## src/rtl/mac_pkg.sv

```systemverilog
// Shared types for the MAC operand feeder: operand width, feeder FSM states and the
// buffered operand triple.
package mac_pkg;

  localparam int unsigned WORD_W = 32;

  typedef enum logic [2:0] {
    IDLE,
    BEAT_A,
    BEAT_B,
    BEAT_C,
    GAP
  } feeder_state_t;

  typedef struct packed {
    logic [WORD_W-1:0] a;
    logic [WORD_W-1:0] b;
    logic [WORD_W-1:0] c;
  } mac_triple_t;

endpackage

```

## src/rtl/mac_triple_fifo.sv

```systemverilog
// Synchronous FIFO of operand triples with registered occupancy count and full/empty flags.
module mac_triple_fifo
  import mac_pkg::*;
#(
  parameter int unsigned DEPTH = 4
) (
  input  logic        clk,
  input  logic        rst_n,
  input  logic        push,
  input  mac_triple_t wdata,
  input  logic        pop,
  output mac_triple_t rdata,
  output logic        full,
  output logic        empty
);

  localparam int unsigned PtrW = $clog2(DEPTH);

  logic [PtrW-1:0] wr_ptr_q, rd_ptr_q;
  logic [PtrW:0]   count_q;
  mac_triple_t     mem_q [DEPTH];
  logic            push_en, pop_en;

  assign full    = (count_q == (PtrW + 1)'(DEPTH));
  assign empty   = (count_q == '0);
  assign push_en = push && !full;
  assign pop_en  = pop && !empty;
  assign rdata   = mem_q[rd_ptr_q];

  always_ff @(posedge clk or negedge rst_n) begin
    if (!rst_n) begin
      wr_ptr_q <= '0;
      rd_ptr_q <= '0;
      count_q  <= '0;
    end else begin
      if (push_en) wr_ptr_q <= wr_ptr_q + PtrW'(1);
      if (pop_en)  rd_ptr_q <= rd_ptr_q + PtrW'(1);
      unique case ({push_en, pop_en})
        2'b10:   count_q <= count_q + (PtrW + 1)'(1);
        2'b01:   count_q <= count_q - (PtrW + 1)'(1);
        default: count_q <= count_q;
      endcase
    end
  end

  // Storage is not reset; occupancy alone decides what is valid.
  always_ff @(posedge clk) begin
    if (push_en) mem_q[wr_ptr_q] <= wdata;
  end

endmodule

```

## src/rtl/mac_operand_feeder.sv

```systemverilog
// Buffers a*b+c operand triples and replays each as three registered beats plus one idle cycle.
// Optional triple counter enabled by defining MAC_FEEDER_STATS_EN.
module mac_operand_feeder #(
  parameter int unsigned DEPTH  = 4,
  parameter int unsigned WORD_W = mac_pkg::WORD_W
) (
  input  logic              clk,
  input  logic              rst_n,
  input  logic              in_valid,
  output logic              in_ready,
  input  logic [WORD_W-1:0] in_a,
  input  logic [WORD_W-1:0] in_b,
  input  logic [WORD_W-1:0] in_c,
  output logic              validi,
  output logic [WORD_W-1:0] data_in
`ifdef MAC_FEEDER_STATS_EN
  ,
  output logic [15:0]       triple_cnt
`endif
);

  import mac_pkg::*;

  feeder_state_t     state_q, state_d;
  mac_triple_t       push_data, head;
  logic              full, empty, push, pop;
  logic              rdy_en_q;
  logic              validi_d;
  logic [WORD_W-1:0] data_d;
  logic [WORD_W-1:0] hold_b_q, hold_b_d, hold_c_q, hold_c_d;

  // Ready is held low through reset and rises on the first edge after release.
  assign in_ready  = rdy_en_q && !full;
  assign push      = in_valid && in_ready;
  assign push_data = '{a: in_a, b: in_b, c: in_c};

  mac_triple_fifo #(
    .DEPTH(DEPTH)
  ) u_fifo (
    .clk  (clk),
    .rst_n(rst_n),
    .push (push),
    .wdata(push_data),
    .pop  (pop),
    .rdata(head),
    .full (full),
    .empty(empty)
  );

  always_comb begin
    state_d  = state_q;
    validi_d = 1'b0;
    data_d   = '0;
    pop      = 1'b0;
    hold_b_d = hold_b_q;
    hold_c_d = hold_c_q;
    unique case (state_q)
      IDLE, GAP: begin
        if (!empty) begin
          pop      = 1'b1;
          validi_d = 1'b1;
          data_d   = head.a;
          hold_b_d = head.b;
          hold_c_d = head.c;
          state_d  = BEAT_A;
        end else begin
          state_d  = IDLE;
        end
      end
      BEAT_A: begin
        validi_d = 1'b1;
        data_d   = hold_b_q;
        state_d  = BEAT_B;
      end
      BEAT_B: begin
        validi_d = 1'b1;
        data_d   = hold_c_q;
        state_d  = BEAT_C;
      end
      BEAT_C:  state_d = GAP;
      default: state_d = IDLE;
    endcase
  end

  always_ff @(posedge clk or negedge rst_n) begin
    if (!rst_n) begin
      state_q  <= IDLE;
      rdy_en_q <= 1'b0;
      validi   <= 1'b0;
      data_in  <= '0;
      hold_b_q <= '0;
      hold_c_q <= '0;
    end else begin
      state_q  <= state_d;
      rdy_en_q <= 1'b1;
      validi   <= validi_d;
      data_in  <= data_d;
      hold_b_q <= hold_b_d;
      hold_c_q <= hold_c_d;
    end
  end

`ifdef MAC_FEEDER_STATS_EN
  // Counts on the BEAT_B -> BEAT_C step, i.e. as c is issued; wraps naturally.
  always_ff @(posedge clk or negedge rst_n) begin
    if (!rst_n) begin
      triple_cnt <= '0;
    end else if (state_q == BEAT_B) begin
      triple_cnt <= triple_cnt + 16'd1;
    end
  end
`endif

endmodule
```

## config.mk

```make
export PLATFORM = sky130hd
export DESIGN_NAME = mac_operand_feeder
export DESIGN_NICKNAME = d
export VERILOG_FILES = /design/src/rtl/mac_pkg.sv /design/src/rtl/mac_triple_fifo.sv /design/src/rtl/mac_operand_feeder.sv
export SDC_FILE = /design/constraint.sdc
export NUM_CORES = 1
export LEC_CHECK = 0
export ABC_AREA = 1
export BUFFER_PORTS_ARGS = -buffer_cell sky130_fd_sc_hd__buf_2
export CORE_UTILIZATION = 45
export CTS_CLUSTER_SIZE = 14
export DETAILED_ROUTE_END_ITERATION = 10
export GPL_ROUTABILITY_DRIVEN = 0
export PLACE_DENSITY = 0.64
export REMOVE_ABC_BUFFERS = 1
export SETUP_SLACK_MARGIN = 0.5
export SLEW_MARGIN = 20
export SYNTH_ARGS = -nofsm -noshare
export SYNTH_HDL_FRONTEND = slang
export SYNTH_SLANG_ARGS = --single-unit
```

## constraint.sdc

```tcl
create_clock -name clk -period 11.1 [get_ports clk]
set_input_delay 1.11 -clock clk [delete_from_list [all_inputs] [get_ports clk]]
set_output_delay 1.11 -clock clk [all_outputs]
set_load 0.01 [all_outputs]
```

==> flow_metrics.py, run 1 <==
metrics = {
    "yosys": {
        "synthTopCellsByArea": "edfxtp_1 (55%), nand2_1 (14%), dfrtp_1 (13%), inv_1 (7.6%), nand3_1 (5.5%)",
        "synth_top_family_by_area": "simple AND/OR/NAND/NOR gates",
        "synth-seq-area-share_pct": 68.2,
        "ys_ff_latch": 492,
        "synth_top_area_share_pct": 55.2,
        "synth_simple_gate_area_share_pct": 20.8,
        "ys_types": 26,
        "synth-compound-area-share_pct": 0.0479,
        "synth_mux_area_share_pct": 0,
        "netlist_area_mm2": 0.0209,
        "synth.avg_cell_area_um2": 10.0,
        "synthCells": 2089,
        "synthAdderAreaFrac_pct": 0.395,
        "yosys.area.top_type": "edfxtp_1",
        "synth-xor-area-share_pct": 0.168,
        "synth_warnings": 0,
    },
    "route": {
        "ant_nets": 0,
        "drtPass1Iterations": 5,
        "via_per_inst": 4.79,
        "detail_route.wirelength_um": 46000,
        "post_drt_wl_per_cell_um": 16.2,
        "drt-initial-drc-count": 895,
        "route.detailed.drc": 0,
        "vias": 13600,
    },
    "finish": {
        "multi_input_area_mm2": 0.00451,
        "ff_latch_area_mm2": 0.0142,
        "layout-drive-gt1-share_pct": 11.0,
        "fin_util_pct": 51.8,
        "fill_cells": 3974,
        "nets": 2297,
        "layout_common_cells": "nand2_1 (780), inv_1 (425), edfxtp_1 (384), nand3_1 (230), buf_2 (131)",
        "layout_commonest_cell": "nand2_1",
        "area_delta_synth_final_pct": 13.0,
    },
    "critical_path": {
        "crit_path_max_incr_delay_ns": 0.76,
        "worstSetupStartpointType": "input pin",
        "path_class": "input pin to flip-flop",
        "cpMaxStageDelayCell": "buf_4",
        "cp_data_required_time_ns": 11.29,
        "crit_chain": "buf_2 -> nand3_1 -> nor2_4 -> buf_4 -> buf_4",
        "cp_max_fo": 50,
        "crit_top_cell": "buf_4",
        "endpoint_kind": "flip-flop",
        "arrival_ns": 3.26,
    },
    "floorplan": {
        "initial_core_util_pct": 45.8,
        "io_pins": 133,
        "die_w_um": 217,
        "floorplan.rows": 78,
        "die_area_mm2": 0.0473,
        "die_h_um": 217,
        "core-area_mm2": 0.0456,
    },
    "global_route": {
        "use_met1_pct": 26.7,
        "top_usage_layer": "met2",
        "use_met3_pct": 3.44,
        "overflow": 0,
        "grt_start_max_net_pins": 88,
        "grt_pass1_wl_um": 73800,
        "grt_pass1_vias": 13600,
        "track_usage_pct": 20.1,
        "met2_usage_pct": 33.9,
        "antenna_found_initial": 9,
    },
    "hold_path": {
        "min_path_type": "flip-flop to flip-flop",
    },
    "cts": {
        "cts_resized": 0,
        "worstSkewPairLatency_ns": 0.57,
        "cts-hold-fix-buffers": 0,
        "clkTransAtPathRegs_ns": 0.06,
        "cts-root-buf": "clkbuf_16",
        "cts_tree": "built",
        "cts-buffers-inserted": 49,
        "cts_sinks": 492,
        "ctsHtreeMaxLevel": 2,
        "postCtsSetupBuffers": 0,
        "cts.path.max_buffers": 3,
    },
    "sta": {
        "hold_viol": 0,
        "fmax_mhz": 326,
        "slew_viol_final": 0,
        "rsz0062_at_grt": "false",
        "tightestPinTransition_ns": 1.07,
        "setup_viol": 0,
        "final.min_clock_period_ns": 3.07,
        "tns_ns": 0,
        "final.period_utilization_pct": 27.6,
        "fin_skew_ns": 0.0156,
        "relSlewSlack_pct": 28.4,
    },
    "pwr": {
        "p_leak_nw": 11.2,
        "ir_drop_mv": 0.248,
        "p_per_area_mw_per_mm2": 256,
    },
    "run_status": {
        "outcome": "finished clean",
    },
    "placed_design": {
        "portBuffers": 132,
        "dpl.hpwl_um": 24500,
    },
    "job": {
        "cap_violations": 0,
    },
}
==> cell usage after synthesis (all sizes together) <==
cell    number
and2         1
buf         75
clkbuf      23
conb         1
dfrtp      108
edfxtp     384
fa           1
ha           5
inv        433
nand2      781
nand3      230
nand4       34
nor2         7
o21ai        2
xnor2        2
xor2         2
==> flip-flops by register name (all words and copies together), names as in the netlist <==
name,cells
u_fifo.rd_ptr_q,2
u_fifo.wr_ptr_q,2
u_fifo.count_q,3
hold_b_q,32
validi,1
data_in,32
state_q,3
hold_c_q,32
u_fifo.mem_q,384
rdy_en_q,1
==> cell type report <==
cell class | instances | share of cell area [%]
Antenna cell | 3 | 0.0318
Clock buffer | 70 | 6.05
Clock inverter | 22 | 0.891
Inverter | 433 | 6.93
Multi-Input combinational cell | 1066 | 19.1
Sequential cell | 492 | 60.4
Tap cell | 600 | 3.18
Timing Repair Buffer | 150 | 3.45
==> worst max-delay path: cells and delay by family <==
family	cells	cell delay [ns]
buffers and inverters	3	1.53
and+or+nand+nor	2	0.57
==> per-layer routing <==
layer / up-vias / share of wire, %
met5: - / 0.11
met4: 8 / 2.1
met3: 75 / 4.8
met2: 294 / 48
met1: 6507 / 45
li1: 6704 / -
==> kinds of logic after synthesis <==
kind of cell / Yosys count
flip-flops: 492
adder cells (fa/ha/maj): 6
AND/OR/NAND/NOR: 1053
AO/OA/AOI/OAI: 2
other: 1
XOR/XNOR: 4
buffers and inverters: 531
==> final timing paths <==
path	start	to	slack [ns]	depth (start not counted)
setup / recovery	in_valid	u_fifo.mem_q[1][37]$_DFFE_PP_	8.03	5
max in group asynchronous	rst_n	u_fifo.rd_ptr_q[1]$_DFFE_PN0P_	9.18	2
hold reg to reg	hold_c_q[6]$_DFFE_PN0P_	hold_c_q[6]$_DFFE_PN0P_	0.48	2
min in group asynchronous	rst_n	data_in[5]$_DFF_PN0_	0.51	1
hold / removal	hold_c_q[6]$_DFFE_PN0P_	hold_c_q[6]$_DFFE_PN0P_	0.48	2
setup reg to reg	state_q[1]$_DFF_PN0_	hold_b_q[31]$_DFFE_PN0P_	8.04	7
==> report_power, final <==
group          internal, mW  total, mW  switching [mW]  leakage, nW
Sequential             2.34       2.53           0.189         4.82
Clock                 0.987       1.67           0.680        0.811
Combinational         0.541       1.85            1.31         5.61
Total                  3.87       6.05            2.18         11.2
==> per-stage QoR <==
| step | total power, mW | hold WS [ns] | cells | instance area (um2) | worst slack (ns) |
|---|---|---|---|---|---|
| finish | 6.05 | 0.478 | 2836 | 23600 | 8.03 |
| global route | 6.46 | 0.489 | 2836 | 23600 | 7.83 |
| CTS | 6.12 | 0.480 | 2833 | 23600 | 7.99 |
| detailed placement | 4.44 | 0.466 | 2741 | 22000 | 7.40 |
| global placement | 4.40 | 0.462 | 2740 | 21900 | 7.39 |
| floorplan | 3.82 | 0.449 | 1991 | 20300 | 4.78 |
No activity file was read; power rests on OpenSTA's default activity.
==> run 2: changes to the inputs <==
==> constraint.sdc (replaced) <==
create_clock -name clk -period 3.1 [get_ports clk]
set_input_delay 0.31 -clock clk [delete_from_list [all_inputs] [get_ports clk]]
set_output_delay 0.31 -clock clk [all_outputs]
set_load 0.01 [all_outputs]
==> flow_metrics.py, run 2 (synthesized netlist as in run 1, its figures left out) <==
metrics = {
    "run_status": {
        "outcome": "finished clean",
    },
    "floorplan": {
        "initial_core_util_pct": 45.8,
        "die_area_mm2": 0.0473,
        "die_w_um": 217,
        "io_pins": 133,
        "die_h_um": 217,
        "core-area_mm2": 0.0456,
        "floorplan.rows": 78,
    },
    "sta": {
        "final.min_clock_period_ns": 2.34,
        "fmax_mhz": 426,
        "tightestPinTransition_ns": 0.896,
        "layout_setup_ws_ns": 0.755,
        "rsz0062_at_grt": "false",
        "slew_viol_final": 0,
        "fin_skew_ns": 0.0108,
        "hold_viol": 0,
        "relSlewSlack_pct": 40.3,
        "setup_viol": 0,
        "final.period_utilization_pct": 75.6,
    },
    "critical_path": {
        "path_class": "flip-flop to flip-flop",
        "cpMaxStageDelayCell": "nor2_4",
        "arrival_ns": 2.60,
        "crit_path_max_incr_delay_ns": 0.67,
        "worstSetupStartpointType": "flip-flop",
        "crit_buf_inv": 2,
        "crit_chain": "inv_2 -> nand3_1 -> nand3_1 -> nor2_4 -> buf_12",
        "critical_path_depth": 5,
        "crit_top_cell": "nand3_1",
        "reg2regPathDepth": 5,
        "timing.rr.start": "u_fifo.count_q[0]$_DFFE_PN0P_",
        "path_delay_family": "simple AND/OR/NAND/NOR gates",
        "endpoint_kind": "flip-flop",
        "endpoint": "u_fifo.mem_q[2][15]$_DFFE_PP_",
        "regToRegSetupSlack_ns": 0.76,
        "rr_endpoint": "u_fifo.mem_q[2][15]$_DFFE_PP_",
        "cp_data_required_time_ns": 3.36,
        "cp_max_fo": 37,
        "critPathLaunch": "u_fifo.count_q[0]$_DFFE_PN0P_",
    },
    "cts": {
        "clkTransAtPathRegs_ns": 0.06,
        "cts-hold-fix-buffers": 97,
        "cts_resized": 0,
        "worstSkewPairLatency_ns": 0.58,
        "postCtsSetupBuffers": 0,
        "cts.path.max_buffers": 3,
        "cts-root-buf": "clkbuf_16",
        "cts-buffers-inserted": 49,
        "cts_tree": "built",
        "cts_sinks": 492,
        "ctsHtreeMaxLevel": 2,
    },
    "finish": {
        "layout_common_cells": "nand2_1 (780), inv_1 (425), edfxtp_1 (384), nand3_1 (230), buf_2 (131)",
        "fill_cells": 3889,
        "area_delta_synth_final_pct": 18.7,
        "layout_commonest_cell": "nand2_1",
        "ff_latch_area_mm2": 0.0142,
        "largest_reg_flops": 384,
        "multi_input_area_mm2": 0.00451,
        "layout-drive-gt1-share_pct": 10.8,
        "largest-register": "u_fifo.mem_q",
        "nets": 2399,
    },
    "pwr": {
        "swShare_pct": 35.7,
        "p_per_area_mw_per_mm2": 894,
        "p_switching_mw": 7.91,
        "p_leak_nw": 11.7,
        "report.power.total_mw": 22.2,
        "p_seq_share_pct": 40.4,
        "comb_power_share_pct": 31.7,
        "internal-power_mw": 14.2,
        "p_clk_share_pct": 27.9,
        "ir_drop_mv": 0.722,
    },
    "global_route": {
        "track_usage_pct": 20.4,
        "grt_start_max_net_pins": 194,
        "grt_pass1_wl_um": 74700,
        "overflow": 0,
        "antenna_found_initial": 2,
        "grt_pass1_vias": 14000,
    },
    "route": {
        "post_drt_wl_per_cell_um": 15.9,
        "vias": 14100,
        "drt-initial-drc-count": 949,
        "drtPass1Iterations": 5,
        "ant_nets": 0,
        "route.detailed.drc": 0,
        "detail_route.wirelength_um": 46800,
        "via_per_inst": 4.80,
    },
    "placed_design": {
        "portBuffers": 132,
        "dpl.hpwl_um": 25300,
        "place_ws_ns": 0.736,
    },
    "hold_path": {
        "hold-path-cell-count": 3,
        "min_path_type": "input pin to flip-flop",
    },
    "job": {
        "cap_violations": 0,
    },
}
run 2: cell count changes in the layout (fill, tap and decap cells not counted), sizes merged:
cell         before  now
buf             150  155
clkinv           16   18
bufinv            4    8
diode             3    1
dlygate4sd3       0   97
clkinvlp          1    2
inv             434  435
clkbuf           70   62
run 2: metrics by stage:
stage	cells	setup TNS (ns)	util [%]	area, um2	hold slack [ns]
2_1_floorplan	1991	-1160.03	-	20300	0.0144
3_3_place_gp	2746	0	48.5	22100	0.391
3_5_place_dp	2746	0	48.5	22100	0.403
4_1_cts	2935	0	54.4	24800	0.00484
5_1_grt	2936	0	54.4	24800	0.0349
6_report	2936	0	54.4	24800	0.0333
run 2: tightest hold or removal path: cells and delay by family:
| kind | cells | cell delay [ns] |
|---|---|---|
| simple gates | 2 | 0.14 |
| buf+inv | 1 | 0.12 |
run 2: metal layers:
layer | GRT usage [%] | part of all wire (%)
met1 | 25.9 | 43
met2 | 34.7 | 49
met3 | 3.38 | 5.3
met4 | 8.26 | 3.1
met5 | 0 | 0.028
run 2: power by group through the flow:
stage / Clock, mW / Combinational (mW) / Sequential, mW
after floorplan: 0 / 4.23 / 9.45
after global placement: 0 / 6.82 / 9.06
after detailed placement: 0 / 6.98 / 9.07
after CTS: 6.31 / 7.12 / 8.95
after global routing: 6.56 / 7.97 / 9.06
final: 6.18 / 7.03 / 8.95
run 2: cell type report:
type | instances | area share (%)
inverter | 433 | 6.60
sequential | 492 | 57.5
clock buffer | 62 | 5.40
tap | 600 | 3.03
multi-input combinational | 1066 | 18.2
antenna | 1 | 0.0101
timing repair buffer | 252 | 7.86
clock inverter | 30 | 1.45
run 2: how the worst min path moves through the flow:
stage | to | from
6_report | u_fifo.wr_ptr_q[0]$_DFFE_PN0P_ | in_valid
5_1_grt | u_fifo.wr_ptr_q[0]$_DFFE_PN0P_ | in_valid
4_1_cts | u_fifo.wr_ptr_q[0]$_DFFE_PN0P_ | in_valid
3_5_place_dp | data_in[3]$_DFF_PN0_ | rst_n
3_3_place_gp | data_in[3]$_DFF_PN0_ | rst_n
2_1_floorplan | data_in[0]$_DFF_PN0_ | rst_n
==> run 3: changes to the inputs <==
--- a/config.mk
+++ b/config.mk
@@ -11,7 +11,7 @@
 export CTS_CLUSTER_SIZE = 14
 export DETAILED_ROUTE_END_ITERATION = 10
 export GPL_ROUTABILITY_DRIVEN = 0
-export PLACE_DENSITY = 0.64
+export PLACE_DENSITY = 0.66
 export REMOVE_ABC_BUFFERS = 1
 export SETUP_SLACK_MARGIN = 0.5
 export SLEW_MARGIN = 20
==> constraint.sdc (replaced) <==
create_clock -name clk -period 2.1 [get_ports clk]
set_input_delay 0.21 -clock clk [delete_from_list [all_inputs] [get_ports clk]]
set_output_delay 0.21 -clock clk [all_outputs]
set_load 0.01 [all_outputs]
==> flow_metrics.py, run 3 (synthesized netlist as in run 1, its figures left out) <==
metrics = {
    "run_status": {
        "outcome": "finished clean",
    },
    "floorplan": {
        "core-area_mm2": 0.0456,
        "io_pins": 133,
        "die_w_um": 217,
        "die_h_um": 217,
        "floorplan.rows": 78,
        "initial_core_util_pct": 45.8,
        "die_area_mm2": 0.0473,
    },
    "sta": {
        "layout_setup_ws_ns": 0.390,
        "final.min_clock_period_ns": 1.71,
        "fmax_mhz": 585,
        "fin_skew_ns": 0.0175,
        "relSlewSlack_pct": 59.7,
        "rsz0062_at_grt": "true",
        "hold_viol": 0,
        "tightestPinTransition_ns": 0.605,
        "setup_viol": 0,
        "final.period_utilization_pct": 81.5,
        "slew_viol_final": 0,
    },
    "route": {
        "drt-initial-drc-count": 1147,
        "drtPass1Iterations": 5,
        "detail_route.wirelength_um": 54000,
        "post_drt_wl_per_cell_um": 17.8,
        "ant_nets": 0,
        "vias": 14900,
        "via_per_inst": 4.92,
        "route.detailed.drc": 0,
    },
    "finish": {
        "area_delta_synth_final_pct": 28.4,
        "multi_input_area_mm2": 0.00457,
        "layout_commonest_cell": "nand2_1",
        "design_area_mm2": 0.0268,
        "layout_common_cells": "nand2_1 (778), inv_1 (423), edfxtp_1 (384), nand3_1 (226), buf_2 (130)",
        "fill_cells": 3574,
        "nets": 2500,
        "ff_latch_area_mm2": 0.0142,
        "largest_reg_flops": 384,
        "layout-drive-gt1-share_pct": 14.6,
        "fin_util_pct": 58.8,
        "largest-register": "u_fifo.mem_q",
        "final_cells": 3037,
        "n_antenna_cell": 0,
    },
    "critical_path": {
        "crit_chain": "nand3_4 -> nand3_4 -> buf_8 -> nor2_4 -> buf_12 -> buf_12 -> clkbuf_16",
        "worstSetupStartpointType": "flip-flop",
        "reg2regPathDepth": 7,
        "crit_path_max_incr_delay_ns": 0.42,
        "cpMaxStageDelayCell": "dfrtp_1",
        "path_delay_family": "buffers and inverters",
        "path_class": "flip-flop to flip-flop",
        "arrival_ns": 2.01,
        "crit_buf_inv": 4,
        "cp_data_required_time_ns": 2.40,
        "cp_max_fo": 8,
        "critical_path_depth": 7,
        "endpoint_kind": "flip-flop",
    },
    "pwr": {
        "p_leak_nw": 12.6,
        "p_seq_share_pct": 37.6,
        "p_clk_share_pct": 25.8,
        "p_switching_mw": 12.6,
        "comb_power_share_pct": 36.6,
        "report.power.total_mw": 34.8,
        "internal-power_mw": 22.2,
        "swShare_pct": 36.1,
        "p_per_area_mw_per_mm2": 1300,
        "ir_drop_mv": 0.988,
    },
    "cts": {
        "cts.path.max_buffers": 3,
        "cts_tree": "built",
        "cts_sinks": 492,
        "clkTransAtPathRegs_ns": 0.06,
        "cts-root-buf": "clkbuf_16",
        "worstSkewPairLatency_ns": 0.59,
        "ctsHtreeMaxLevel": 2,
        "cts-buffers-inserted": 50,
    },
    "placed_design": {
        "place_ws_ns": 0.160,
        "dpl_cell_area_mm2": 0.0225,
        "portBuffers": 132,
        "dp.cells": 2769,
        "dpl.hpwl_um": 27100,
    },
    "global_route": {
        "grt_pass1_vias": 14400,
        "track_usage_pct": 21.6,
        "grt_pass1_wl_um": 79200,
        "grt_start_max_net_pins": 100,
        "antenna_found_initial": 0,
        "overflow": 0,
    },
    "hold_path": {
        "min_path_type": "input pin to async pin",
    },
    "job": {
        "cap_violations": 0,
    },
}
==> run 3: changes by cell type in the layout (fill, tap and decap cells not counted), sizes merged, moves of 2 or more <==
cell	delta
clkinv	-9
buf	+77
clkinvlp	-2
bufinv	-5
clkbuf	+42
inv	-2
==> run 3: layer usage <==
layer | global-route usage (%) | routed length [um]
met5 | 0 | 0
met1 | 29.2 | 22700
met3 | 2.96 | 3260
met2 | 35.8 | 26400
met4 | 7.58 | 1640
==> run 3: final timing paths <==
path	start	end	slack (ns)
max	u_fifo.count_q[2]$_DFFE_PN0P_	u_fifo.mem_q[3][66]$_DFFE_PP_	0.39
min	rst_n	data_in[12]$_DFF_PN0_	0.18
max reg2reg	u_fifo.count_q[2]$_DFFE_PN0P_	u_fifo.mem_q[3][66]$_DFFE_PP_	0.39
min reg2reg	hold_b_q[18]$_DFFE_PN0P_	hold_b_q[18]$_DFFE_PN0P_	0.48
max in group asynchronous	rst_n	state_q[1]$_DFF_PN0_	1.27
min in group clk	in_a[23]	u_fifo.mem_q[3][87]$_DFFE_PP_	0.38
==> run 3: worst reg2reg max path, cell delays in order, from the launching register on <==
cell	delay, ns
dfrtp_1	0.42
nand3_4	0.13
nand3_4	0.10
buf_8	0.16
nor2_4	0.13
buf_12	0.17
buf_12	0.16
clkbuf_16	0.16
==> run 3: final cells by class <==
type / count / share of cell area (%)
Tap cell: 600 / 2.80
Sequential cell: 492 / 53.1
Timing Repair Buffer: 352 / 14.7
Clock buffer: 82 / 5.69
Multi-Input combinational cell: 1066 / 17.1
Clock inverter: 12 / 0.504
Inverter: 433 / 6.15
==> run 3: through the flow <==
step / TNS (ns) / hold WS, ns
floorplan: -1643.87 / -0.0856
global placement: 0 / 0.210
detailed placement: 0 / 0.216
CTS: 0 / 0.183
global route: 0 / 0.232
finish: 0 / 0.177
==> run 3: repair_timing <==
item | CTS | global route
gates cloned | 11 | 26
endpoints found under the setup margin | 422 | 458
hold buffers | 98 | 0
buffers inserted | 34 | 5
pin swaps | 5 | 11
endpoints found under the hold margin | 430 | 0
resized for setup | 44 | 40
==> run 3: power groups by stage <==
stage               Sequential [mW]  Clock [mW]  Combinational [mW]
global route                   13.2        9.43                14.0
CTS                            13.0        9.07                11.8
global placement               13.2           0                10.7
floorplan                      13.8           0                5.61
finish                         13.1        8.95                12.7
detailed placement             13.2           0                10.9
